==> src/rtl/cmp_feeder.sv <==
// -----------------------------------------------------------------------------
// cmp_feeder
//   Upstream operand sequencer for the combinational comparator "red".
//   Operand pairs are buffered in a small FIFO and driven one at a time onto
//   the comparator inputs (palabraA/palabraB). After SETTLE cycles the
//   comparator output Z is sampled. The result is then presented together
//   with the operands that produced it, using a valid/ready handshake.
//
// Parameters
//   WIDTH  : operand width, must match the comparator word width
//   DEPTH  : FIFO entries, power of two, >= 2
//   SETTLE : cycles from driving operands to sampling Z, >= 1
//
// Ports
//   clk, rst_n           : clock (rising edge), asynchronous active-low reset
//   in_valid/in_ready    : operand-pair input handshake (in_ready = !full)
//   in_a, in_b           : operands A and B
//   palabraA, palabraB   : registered operands driven to the comparator
//   Z                    : comparator result
//   res_valid/res_ready  : result output handshake
//   res_z, res_a, res_b  : captured Z and the operand pair belonging to it
//   res_count            : (only with CMP_FEEDER_COUNT_EN) saturating 8-bit
//                          count of completed result handshakes
//
// Optional feature macro: CMP_FEEDER_COUNT_EN
// -----------------------------------------------------------------------------
module cmp_feeder #(
  parameter int WIDTH  = 4,
  parameter int DEPTH  = 4,
  parameter int SETTLE = 1
) (
  input  logic             clk,
  input  logic             rst_n,
  input  logic             in_valid,
  output logic             in_ready,
  input  logic [WIDTH-1:0] in_a,
  input  logic [WIDTH-1:0] in_b,
  output logic [WIDTH-1:0] palabraA,
  output logic [WIDTH-1:0] palabraB,
  input  logic             Z,
  output logic             res_valid,
  input  logic             res_ready,
  output logic             res_z,
  output logic [WIDTH-1:0] res_a,
`ifdef CMP_FEEDER_COUNT_EN
  output logic [WIDTH-1:0] res_b,
  output logic [7:0]       res_count
`else
  output logic [WIDTH-1:0] res_b
`endif
);

  localparam int AW = (DEPTH > 1) ? $clog2(DEPTH) : 1;
  localparam int CW = (SETTLE > 1) ? $clog2(SETTLE) : 1;
  localparam logic [AW:0]   DEPTH_C  = (AW+1)'(DEPTH);
  localparam logic [AW:0]   ONE_C    = {{AW{1'b0}}, 1'b1};
  localparam logic [AW-1:0] PTR_ONE  = {{(AW-1){1'b0}}, 1'b1};
  localparam logic [CW-1:0] CNT_LOAD = CW'(SETTLE - 1);
  localparam logic [CW-1:0] CNT_ZERO = {CW{1'b0}};
  localparam logic [CW-1:0] CNT_ONE  = {{(CW-1){1'b0}}, 1'b1};

  typedef enum logic [1:0] {
    IDLE  = 2'd0,
    DRIVE = 2'd1,
    HOLD  = 2'd2
  } state_t;

  state_t                 state_r;
  state_t                 next_state_s;
  logic [2*WIDTH-1:0]     mem_r [DEPTH];
  logic [AW-1:0]          wr_ptr_r;
  logic [AW-1:0]          rd_ptr_r;
  logic [AW:0]            count_r;
  logic [CW-1:0]          cnt_r;
  logic                   full_s;
  logic                   empty_s;
  logic                   push_s;
  logic                   pop_s;
  logic                   capture_s;
  logic                   release_s;
  logic                   cnt_dec_s;

  // Full/empty come straight from the occupancy register, so a freshly
  // pushed pair is never visible to the pop logic in the same cycle.
  assign full_s   = (count_r == DEPTH_C);
  assign empty_s  = (count_r == {(AW+1){1'b0}});
  assign in_ready = ~full_s;
  // A push is refused while full, even when a pop happens in the same cycle.
  assign push_s   = in_valid & ~full_s;

  // FSM state register
  always_ff @(posedge clk or negedge rst_n) begin
    if (!rst_n) begin
      state_r <= IDLE;
    end else begin
      state_r <= next_state_s;
    end
  end

  // FSM next-state logic
  always_comb begin
    next_state_s = state_r;
    case (state_r)
      IDLE: begin
        if (!empty_s) next_state_s = DRIVE;
        else          next_state_s = IDLE;
      end
      DRIVE: begin
        if (cnt_r == CNT_ZERO) next_state_s = HOLD;
        else                   next_state_s = DRIVE;
      end
      HOLD: begin
        if (res_ready) begin
          // Back-to-back: go straight to DRIVE when more work is queued
          if (!empty_s) next_state_s = DRIVE;
          else          next_state_s = IDLE;
        end else begin
          next_state_s = HOLD;
        end
      end
      default: next_state_s = IDLE;
    endcase
  end

  // FSM output decode: datapath strobes for pop, Z capture, result release
  always_comb begin
    pop_s     = 1'b0;
    capture_s = 1'b0;
    release_s = 1'b0;
    cnt_dec_s = 1'b0;
    case (state_r)
      IDLE: begin
        pop_s = ~empty_s;
      end
      DRIVE: begin
        if (cnt_r == CNT_ZERO) capture_s = 1'b1;
        else                   cnt_dec_s = 1'b1;
      end
      HOLD: begin
        release_s = res_ready;
        pop_s     = res_ready & ~empty_s;
      end
      default: begin
        pop_s = 1'b0;
      end
    endcase
  end

  // FIFO storage (contents need no reset; occupancy is tracked by count_r)
  always_ff @(posedge clk) begin
    if (push_s) begin
      mem_r[wr_ptr_r] <= {in_a, in_b};
    end
  end

  // FIFO pointers and occupancy
  always_ff @(posedge clk or negedge rst_n) begin
    if (!rst_n) begin
      wr_ptr_r <= {AW{1'b0}};
      rd_ptr_r <= {AW{1'b0}};
      count_r  <= {(AW+1){1'b0}};
    end else begin
      if (push_s) wr_ptr_r <= wr_ptr_r + PTR_ONE;
      if (pop_s)  rd_ptr_r <= rd_ptr_r + PTR_ONE;
      case ({push_s, pop_s})
        2'b10:   count_r <= count_r + ONE_C;
        2'b01:   count_r <= count_r - ONE_C;
        default: count_r <= count_r;
      endcase
    end
  end

  // Comparator operand registers and settle counter; operands only move on a
  // pop, so Z is stable for the whole DRIVE window.
  always_ff @(posedge clk or negedge rst_n) begin
    if (!rst_n) begin
      palabraA <= {WIDTH{1'b0}};
      palabraB <= {WIDTH{1'b0}};
      cnt_r    <= CNT_ZERO;
    end else begin
      if (pop_s) begin
        {palabraA, palabraB} <= mem_r[rd_ptr_r];
        cnt_r                <= CNT_LOAD;
      end else if (cnt_dec_s) begin
        cnt_r <= cnt_r - CNT_ONE;
      end
    end
  end

  // Result registers: capture at the end of DRIVE, hold until accepted
  always_ff @(posedge clk or negedge rst_n) begin
    if (!rst_n) begin
      res_valid <= 1'b0;
      res_z     <= 1'b0;
      res_a     <= {WIDTH{1'b0}};
      res_b     <= {WIDTH{1'b0}};
    end else begin
      if (capture_s) begin
        res_valid <= 1'b1;
        res_z     <= Z;
        res_a     <= palabraA;
        res_b     <= palabraB;
      end else if (release_s) begin
        res_valid <= 1'b0;
      end
    end
  end

`ifdef CMP_FEEDER_COUNT_EN
  // Saturating count of completed result handshakes
  always_ff @(posedge clk or negedge rst_n) begin
    if (!rst_n) begin
      res_count <= 8'd0;
    end else begin
      if (res_valid && res_ready && (res_count != 8'hFF)) begin
        res_count <= res_count + 8'd1;
      end
    end
  end
`endif

endmodule

==> config.mk <==
export PLATFORM = sky130hd
export DESIGN_NAME = cmp_feeder
export DESIGN_NICKNAME = d
export VERILOG_FILES = /design/src/rtl/cmp_feeder.sv
export SDC_FILE = /design/constraint.sdc
export NUM_CORES = 1
export LEC_CHECK = 0
export ABC_CLOCK_PERIOD_IN_PS = 1900
export BUFFER_PORTS_ARGS = -buffer_cell sky130_fd_sc_hd__buf_2
export CAP_MARGIN = 20
export CORE_ASPECT_RATIO = 0.8
export CORE_MARGIN = 5
export CORE_UTILIZATION = 31
export DETAILED_ROUTE_END_ITERATION = 16
export GPL_ROUTABILITY_DRIVEN = 0
export GPL_TIMING_DRIVEN = 0
export PLACE_DENSITY_LB_ADDON = 0.3
export REMOVE_ABC_BUFFERS = 1
export SLEW_MARGIN = 15
export SYNTH_ARGS = -nofsm -noshare
export SYNTH_HDL_FRONTEND = slang
export SYNTH_SLANG_ARGS = --single-unit
==> constraint.sdc <==
create_clock -name clk -period 1.9 [get_ports clk]
set_input_delay 0.38 -clock clk [delete_from_list [all_inputs] [get_ports clk]]
set_output_delay 0.38 -clock clk [all_outputs]
set_load 0.02 [all_outputs]
==> results summary, run 1 <==
Setup repair after global routing could not meet its margin everywhere. The internal power of the cells totals 3.61 mW. The global-route wire length before repair is 7150 um. In this run, the number of DRC markers left after iteration 0 of detailed routing was 71. The clock transition time at the flip-flop clock pins of the worst setup and hold paths is 0.07 ns. The peak supply drop is 437 uV. STA classifies the critical path startpoint as a flip-flop. The run finished, with violations left. The static leakage came out at 1.19 nW.

The ratio of total power to cell area is between 1500 and 2000 mW/mm2. The starting density of the core is 0.321. The highest achievable clock rate came out at roughly 500 MHz. For met2 alone, demand over resource in global routing was 0.173. STA classifies the critical path endpoint as a flip-flop. The floorplan die area came out at ~0.0096 mm2. The layer carrying the most global-route usage is met2. For met1 alone, demand over resource in global routing was 0.107.

The deepest clock path buffer count is 2. The share of total power dissipated in sequential elements is 0.400. The data arrival time of the worst path came out at 2.25 ns.

In this run the number of H-tree levels came out at 3. For this run, asynchronously set or reset flops after synthesis account for 0.467. The count of mapped cells out of synthesis came out at 131. Ranked by total cell area, the synthesized netlist is headed by edfxtp_1, dfrtp_1, mux2_2. A synthesized cell averages 18.3 um2. For this run, the leading register cell type out of synthesis is edfxtp_1. The Yosys step of the flow raised 0 warnings. The largest individual stage delay along the critical path comes from the cell or3b_4.

The number of remaining DRC errors is 0. The total routing usage reported by global routing came out at 0.103. The checks that failed: negative setup slack. The global routing met3 resource utilization is 0.0452.

The number of sinks on the clock net is 60. The final number of hold-violating endpoints came out at 0. The part of the cycle the worst path needs came out at 1.05. The delay of the slowest cell on the worst path came out at 0.40 ns.

The via count of the first global-routing pass came out at 1409. The fraction of the yosys area taken by sequential cells came out at 0.693. The repair_antennas step left the layout with diodes totalling 0. The quantity of hold-fixing buffers added after cts is 0. Leaving out filler cells and counting taps, the final layout contains 287. Setup slack on the critical path of the routed design comes to -0.102 ns. Grouping stages by cell kind, the critical path spends the most delay in simple AND/OR/NAND/NOR gates. The most area-hungry cell type in the Yosys netlist is edfxtp_1. Of the cells placed in the final design, the portion with a size suffix greater than 1 is 0.505. The synthesized netlist contains 29 unique library cells. After the last flow step, the layout net total stands at between 150 and 200. The tree is rooted in a clkbuf_8. The number of buffers added on ports came out at 31. Of the total power, the clock network draws 0.233. The half-perimeter wire length of the detailed placement result came out at 2890 um. The later pin in the worst-skew pair is clocked with a latency of 0.33 ns.

The first detailed-routing pass ran for 4 iterations. The number of enable-type register cells in the synthesized netlist is 32. The critical path goes through or3b_4 -> and2_4 -> inv_4 -> ha_4 -> inv_2 -> fa_2 -> xor2_1 -> nor2_1 -> xor2_1. In this run the worst hold path is classified as input port to asynchronous set/reset pin.

The path type of the worst setup path is flip-flop to flip-flop. The average wire per standard cell came out at 15.0 um. The largest net degree at the start of global routing is 29. The fill cell instance count of the final layout came out at 681. The total of endpoints with negative setup slack in the final report is 1. Subtracting the final worst setup slack from the clock period gives 2.00 ns. After floorplanning, the core was divided into 28 placement rows. The global-route congestion overflow total came out at 0. The area of the core came out at between 0.007 and 0.008 mm2. The number of vias per cell after detailed routing came out at 4.39. The number of antenna violations at the first check in global routing came out at 0. The clock buffer count from CTS is 9. STA puts the critical path data required time at 2.15 ns. The net switching component of the power is 1.77 mW. The worst pin sits at a relative slew slack of 0.555. Once placement completed, the tool counted placed cells totaling 264.

The die height is 88.6 um. The post-route clock skew is 0.00399 ns. Compared with the post-synthesis result, the final layout area differs by 23.8%. Once detail routing completed, the nets flagged for antenna violations numbered 0. Of all nets on the critical path, the largest fanout is 2.

The final count of pins violating max slew was 0. The post-placement setup slack is -0.806 ns. The summed instance area of the synthesized netlist is 0.00240 mm2. TritonCTS built the clock tree. The net switching share of the total power is 0.329.

The proportion of netlist area held by the largest area contributor came out at 0.401. The worst path buffer plus inverter count is 2. In this run the horizontal extent of the chip is 108 um. The post-detailed-routing wire length is 4300 um. In this run, synthesis produced a sequential element count of 60. The I/O pin count is 32. By instance count, the cell type seen most on the critical path is xor2_1.

The count of maximum capacitance violations is 0. The via count came out at 1260. At the pin with the least slew margin, the transition time is about 0.67 ns. The share of total power dissipated in combinational logic is 0.367.
[worst paths after layout]
check,endpoint,depth (start not counted),slack (ns),from
worst max-delay path,count_r[2],9,-0.10,count_r[1]
worst min-delay path,palabraB[0],1,0.08,rst_n
worst max register to register,count_r[2],9,-0.10,count_r[1]
worst min register to register,res_b[1],1,0.50,res_b[1]
max in group asynchronous,res_valid,1,1.39,rst_n
min in group clk,mem_r[3][4],1,0.26,in_a[0]
[cell usage in the layout (no fill, tap or decap), drive strengths merged]
cell / instances
buf: 38
edfxtp: 32
dfrtp: 28
mux2: 19
clkbuf: 10
mux4: 8
nor2: 6
inv: 6
ha: 5
and3: 4
xor2: 4
clkinvlp: 3
xnor2: 2
nand2: 2
bufinv: 2
nor3: 2
and2: 2
nor2b: 1
a2bb2oi: 1
or3b: 1
mux2i: 1
nand2b: 1
nor4b: 1
a21oi: 1
fa: 1
clkinv: 1
[layout make-up]
type,count,area [um2],area share
clock buffers,10,138,0.0464
clock inverters,6,87.6,0.0295
inverters,6,25.0,0.00844
multi-input cells,62,716,0.241
flip-flops and latches,60,1660,0.560
well taps,105,131,0.0443
repair buffers,38,208,0.0700
[per-layer routing]
layer  share of wire  wire length [um]  vias up
met5               0                 0        -
met4           0.037               160        0
met3           0.092               398       15
met2            0.50              2130       44
met1            0.37              1610      621
li1                -                 -      580
[cells in the mapped netlist (2+ instances only)]
master	number
xor2_1	4
edfxtp_1	32
dfrtp_1	28
mux4_2	6
ha_1	5
inv_1	6
nor2_1	5
mux4_1	2
xnor2_1	2
and3_2	4
nand2_1	2
mux2_2	18
[power by group through the flow]
stage / Clock (mW) / Combinational [mW] / Sequential (mW)
after CTS: 1.30 / 1.99 / 2.16
after floorplan: 0 / 1.07 / 2.37
after global placement: 0 / 1.72 / 2.16
after global routing: 1.37 / 2.16 / 2.22
final: 1.26 / 1.98 / 2.15
after detailed placement: 0 / 1.79 / 2.20
[worst reg2reg max path, stage by stage, from the launching register on]
cell and delay [ns]:
dfrtp_1 0.38, or3b_4 0.40, and2_4 0.16, inv_4 0.05
ha_4 0.14, inv_2 0.04, fa_2 0.32, xor2_1 0.14
nor2_1 0.12, xor2_1 0.17
[what timing repair did]
item / CTS / global route
pin swaps: 6 / 3
setup buffers: 7 / 0
endpoints found under the setup margin: 11 / 2
gates resized for setup: 8 / 0
[sequential cells by signal (all words and copies together) (netlist names)]
register   cells
res_b          4
res_a          4
res_valid      1
state_r        2
count_r        3
palabraA       4
palabraB       4
wr_ptr_r       2
res_z          1
rd_ptr_r       2
mem_r         32
cnt_r          1
[stage by stage]
| step | utilization | power [mW] | cell area (um2) | TNS [ns] | hold slack [ns] |
|---|---|---|---|---|---|
| after floorplan | - | 3.43 | 2370 | -0.509 | 0.0844 |
| after global placement | 0.356 | 3.89 | 2660 | -1.35 | 0.424 |
| after detailed placement | 0.356 | 4.00 | 2660 | -1.57 | 0.446 |
| after CTS | 0.398 | 5.45 | 2970 | -0.117 | 0.0828 |
| after global routing | 0.398 | 5.75 | 2970 | -0.235 | 0.125 |
| final | 0.398 | 5.39 | 2970 | -0.102 | 0.0826 |
[cells by family after synthesis]
family | count (synthesis) | share of synthesized area
multiplexers | 28 | 0.173
flip-flops | 60 | 0.693
XOR/XNOR | 6 | 0.0219
AO/OA/AOI/OAI | 2 | 0.00574
adder cells (fa/ha/maj) | 6 | 0.0345
AND/OR/NAND/NOR | 20 | 0.0522
buffers and inverters | 9 | 0.0188
Power figures use the tool's default switching activity.
==> inputs of run 2 (changes only) <==
--- a/config.mk
+++ b/config.mk
@@ -5,6 +5,7 @@
 export SDC_FILE = /design/constraint.sdc
 export NUM_CORES = 1
 export LEC_CHECK = 0
+export ABC_AREA = 1
 export ABC_CLOCK_PERIOD_IN_PS = 1900
 export BUFFER_PORTS_ARGS = -buffer_cell sky130_fd_sc_hd__buf_2
 export CAP_MARGIN = 20
@@ -14,7 +15,7 @@
 export DETAILED_ROUTE_END_ITERATION = 16
 export GPL_ROUTABILITY_DRIVEN = 0
 export GPL_TIMING_DRIVEN = 0
-export PLACE_DENSITY_LB_ADDON = 0.3
+export PLACE_DENSITY = 0.54
 export REMOVE_ABC_BUFFERS = 1
 export SLEW_MARGIN = 15
 export SYNTH_ARGS = -nofsm -noshare
==> run 2 against run 1 <==
  * The run now ends clean
  * Synthesized area rose by 11%
  * Critical path depth rose by 1
  * Via count rose by 33%
  * Combinational power barely moved
  * Hold slack got worse by 0.028 ns
  * Clock skew rose by 0.0052 ns
  * Clock power barely moved
  * First-iteration DRC count rose by 92%
  * Worst setup slack improved by 0.27 ns
  * Sequential power barely moved
  * Largest power group unchanged
==> results summary, run 2 <==
The width of the die is 114 um (+5.0%). The adder-cell share of the synthesized area is 0.0310 (-0.00349). The distinct cell type count of the synthesized netlist is 24 (-17%).

The cell count after placement came out at 405 (+53%). The share of async-settable or async-resettable flops after synthesis came to 0.467 (unchanged). The number of buffers added on ports is 31 (unchanged).

The die height is 93.0 um (+4.9%). The xor/xnor share of the synthesized area is 0.0131 (-0.00879). The average cell area after synthesis came to 9.88 um2 (-46%).

The global-route wire length before repair is 8210 um (+15%). The portion of netlist area occupied by mux cells came out at 0 (-0.173). Leaving out fill and tap cells, the most frequent cells in the layout are nand2_1, inv_1, edfxtp_1. The TritonCTS clock tree is done. The final count of pins violating max slew came out at 0 (unchanged). The number of sinks on the clock net was 60 (unchanged). The minimum setup slack in the final design was 0.163 ns (+0.266 ns). The proportion of netlist area held by the largest area contributor is 0.360 (-0.0407).

Setup repair after global routing left no endpoint under its margin. The total routing usage reported by global routing came to 0.102 (-0.00155). The clock buffer count from CTS is 9 (unchanged). The post-detailed-routing wire length is 4740 um (+10%). The library cell used most frequently in the layout, excluding fill and tap cells, is nand2_1. The number of flip-flops under the largest register name is 32 (unchanged). The share of final-layout standard cells stronger than drive strength 1 came out at 0.228 (-0.277). The total chip power is 5.40 mW (+0.26%). The count of maximum capacitance violations is 0 (unchanged). The flop and latch count out of synthesis came out at 60 (unchanged).

The slack of the worst reg-to-reg path was 0.16 ns (+0.27 ns). The count of mapped cells out of synthesis came out at 270 (+110%). The run finished with clean final reports. The max-slew headroom at the worst pin is 0.476 (-0.0788).

The static leakage came to 1.54 nW (+30%). The via count of the first global-routing pass is 1661 (+18%). The total of endpoints with negative setup slack in the final report is 0 (-1).

The largest net degree at the start of global routing was 29 (unchanged). The path type of the worst setup path is flip-flop to flip-flop. The clock transition time at the flip-flop clock pins of the worst setup and hold paths came to 0.07 ns (about the same). The number of nets in the finished design is 325 (+66%). The remaining antenna violation count came to 0 (unchanged). The peak supply drop came out at 659 uV (+51%).

The deepest clock path buffer count came out at 2 (unchanged). The number of vias per cell after detailed routing came out at 3.94 (-10%). The count of synthesis-stage warnings from yosys came out at 0 (unchanged).

The summed negative setup slack over all endpoints came out at 0 ns (+0.102 ns). The total area of sequential cells was 0.00166 mm2 (unchanged). The latest clock arrival within the worst-skew pair is 0.34 ns (about the same).

The row count is 30 (+7.1%). The area taken by multi-input logic gates is 727 um2 (+1.6%). The transition time of the tightest slew-check pin came out at 0.786 ns (+0.118 ns). The synthesized-area fraction occupied by ao, oa, aoi and oai cells is 0.0296 (+0.0238). The simple-gate area share of the yosys netlist came to 0.192 (+0.140).

The number of enable-type register cells in the synthesized netlist came out at 32 (unchanged). The fill cell instance count of the final layout is 847 (+24%). The starting density of the core is 0.316 (-0.00539). The half-perimeter wire length of the detailed placement result came out at 3190 um (+10%). The data arrival time of the worst path is 1.96 ns (-0.29 ns). The depth of the CTS H-tree came out at 3 (unchanged). The prevailing post-synth register cell is edfxtp_1. The peak fanout along the critical path came out at 2 (unchanged). The endpoint required time on the critical path is 2.13 ns (-0.02 ns). The post-route clock skew came out at 0.00920 ns (+0.00521 ns). STA classifies the critical path endpoint as a flip-flop.

The floorplan die area came to 0.0106 mm2 (+10%). The quantity of hold-fixing buffers added after cts is 0 (unchanged). The final cell utilization of the core is 0.374 (-0.0239). The worst hold path belongs to the class input port to asynchronous set/reset pin. The highest achievable clock rate is 576 MHz (+15%). The area of the core is 0.00845 mm2 (+13%).

The post-route non-filler standard cell count came out at 424 (+48%). The ratio of total power to cell area was 1710 mW/mm2 (-5.7%). By area the synthesized netlist is led by edfxtp_1, dfrtp_1, nand2_1. The via count is 1670 (+33%). The final number of hold-violating endpoints is 0 (unchanged). Relative to the synthesized area, the layout overhead comes to 18.3%. The cell with the most instances after synthesis is nand2_1. The summed instance area of the synthesized netlist is 0.00267 mm2 (+11%). The commonest cells after synthesis are nand2_1, inv_1, edfxtp_1.

The fraction of the yosys area taken by sequential cells came to 0.623 (-0.0703). The number of design-rule violations left by the first detailed-router iteration is 136 (+92%). The register with the most flip-flops in the final layout is mem_r. The number of antenna violations at the first check in global routing came out at 0 (unchanged).

The global-route congestion overflow total came out at 0 (unchanged). The post-placement setup slack was -0.0910 ns (+0.715 ns). The number of remaining DRC errors is 0 (unchanged). The tree is rooted in a clkbuf_8.

The capturing point of the worst reg2reg path is count_r[2]. In this run the critical register-to-register path is launched from count_r[2]. The type of element launching the critical path is a flip-flop. The part of the cycle the worst path needs came out at 0.914 (-0.140).

The I/O pin count is 32 (unchanged). The count of TritonRoute iterations in the first routing pass came out at 4 (unchanged). The average wire per standard cell is 11.2 um (-25%). The depth of the worst register-to-register path came out at 10 (+1). The minimum clock period is 1.74 ns (-0.266 ns). Summed over all instances, the cell type with the most area after synthesis is edfxtp_1. By area, the combinational part of the netlist is dominated by simple AND/OR/NAND/NOR gates.
run 2: changes by cell type after synthesis, moves of 2 or more:
cell     previous run  this run
o21ai_1             0         8
nand2_2             0        10
buf_2               0         3
mux2_2             18         0
inv_1               6        55
mux4_1              2         0
mux4_2              6         0
and3_2              4         0
nand3_1             0        18
nand2_1             2        80
o21ai_0             0         5
inv_2               0         4
nand3_2             0         3
run 2: cell type report:
cell class / instances / share of cell area
Sequential cell: 60 / 0.527
Multi-Input combinational cell: 142 / 0.230
Inverter: 60 / 0.0730
Timing Repair Buffer: 33 / 0.0539
Tap cell: 112 / 0.0444
Clock buffer: 9 / 0.0393
Clock inverter: 7 / 0.0317
Antenna cell: 1 / 0.000793
run 2: critical path, stage by stage, from the launching register on:
cell     delay (ns)
dfrtp_1        0.41
inv_2          0.06
nand3_2        0.09
inv_2          0.05
nor2_4         0.12
ha_2           0.18
inv_1          0.06
fa_2           0.36
nand2_1        0.07
nand3_1        0.08
xor2_1         0.14
run 2: metal layers:
layer | track usage | vias to the layer above | share of wire
met5 | 0 | - | 0
met4 | 0.0450 | 0 | 0.016
li1 | - | 899 | -
met3 | 0.0411 | 8 | 0.065
met1 | 0.126 | 731 | 0.49
met2 | 0.155 | 32 | 0.43
run 2: worst max path at each step:
| stage | startpoint | end | slack [ns] |
|---|---|---|---|
| floorplan | count_r[0] | count_r[2] | 0.08 |
| global placement | res_ready | count_r[2] | -0.06 |
| detailed placement | res_ready | count_r[2] | -0.09 |
| CTS | count_r[0] | count_r[2] | 0.03 |
| global route | count_r[2] | count_r[2] | 0.03 |
| finish | count_r[2] | count_r[2] | 0.16 |
run 2: kinds of logic after synthesis:
kind of cell / Yosys count
AOI/OAI and AO/OA: 15
xor gates and xnor gates: 4
DFF: 60
and+or+nand+nor: 117
buffers and inverters: 68
adders and majority gates: 6
run 2: where the power goes:
group          leakage (nW)  total, mW  internal [mW]  switching, mW
registers             0.636       2.14           1.82          0.322
clock network         0.102       1.27          0.743          0.522
logic                 0.801       2.00          0.688           1.31
total                  1.54       5.40           3.25           2.15
run 2: repair_timing:
| item | CTS | global route |
|---|---|---|
| buffers inserted | 1 | 1 |
| pin swaps | 1 | 1 |
| gates resized for setup | 0 | 4 |
| setup endpoints to repair | 1 | 2 |
run 2: through the flow:
stage | hold WS, ns | instance area (um2)
floorplan | 0.0844 | 2600
global placement | 0.436 | 2900
detailed placement | 0.439 | 2900
CTS | 0.0664 | 3130
global route | 0.110 | 3150
finish | 0.0550 | 3160
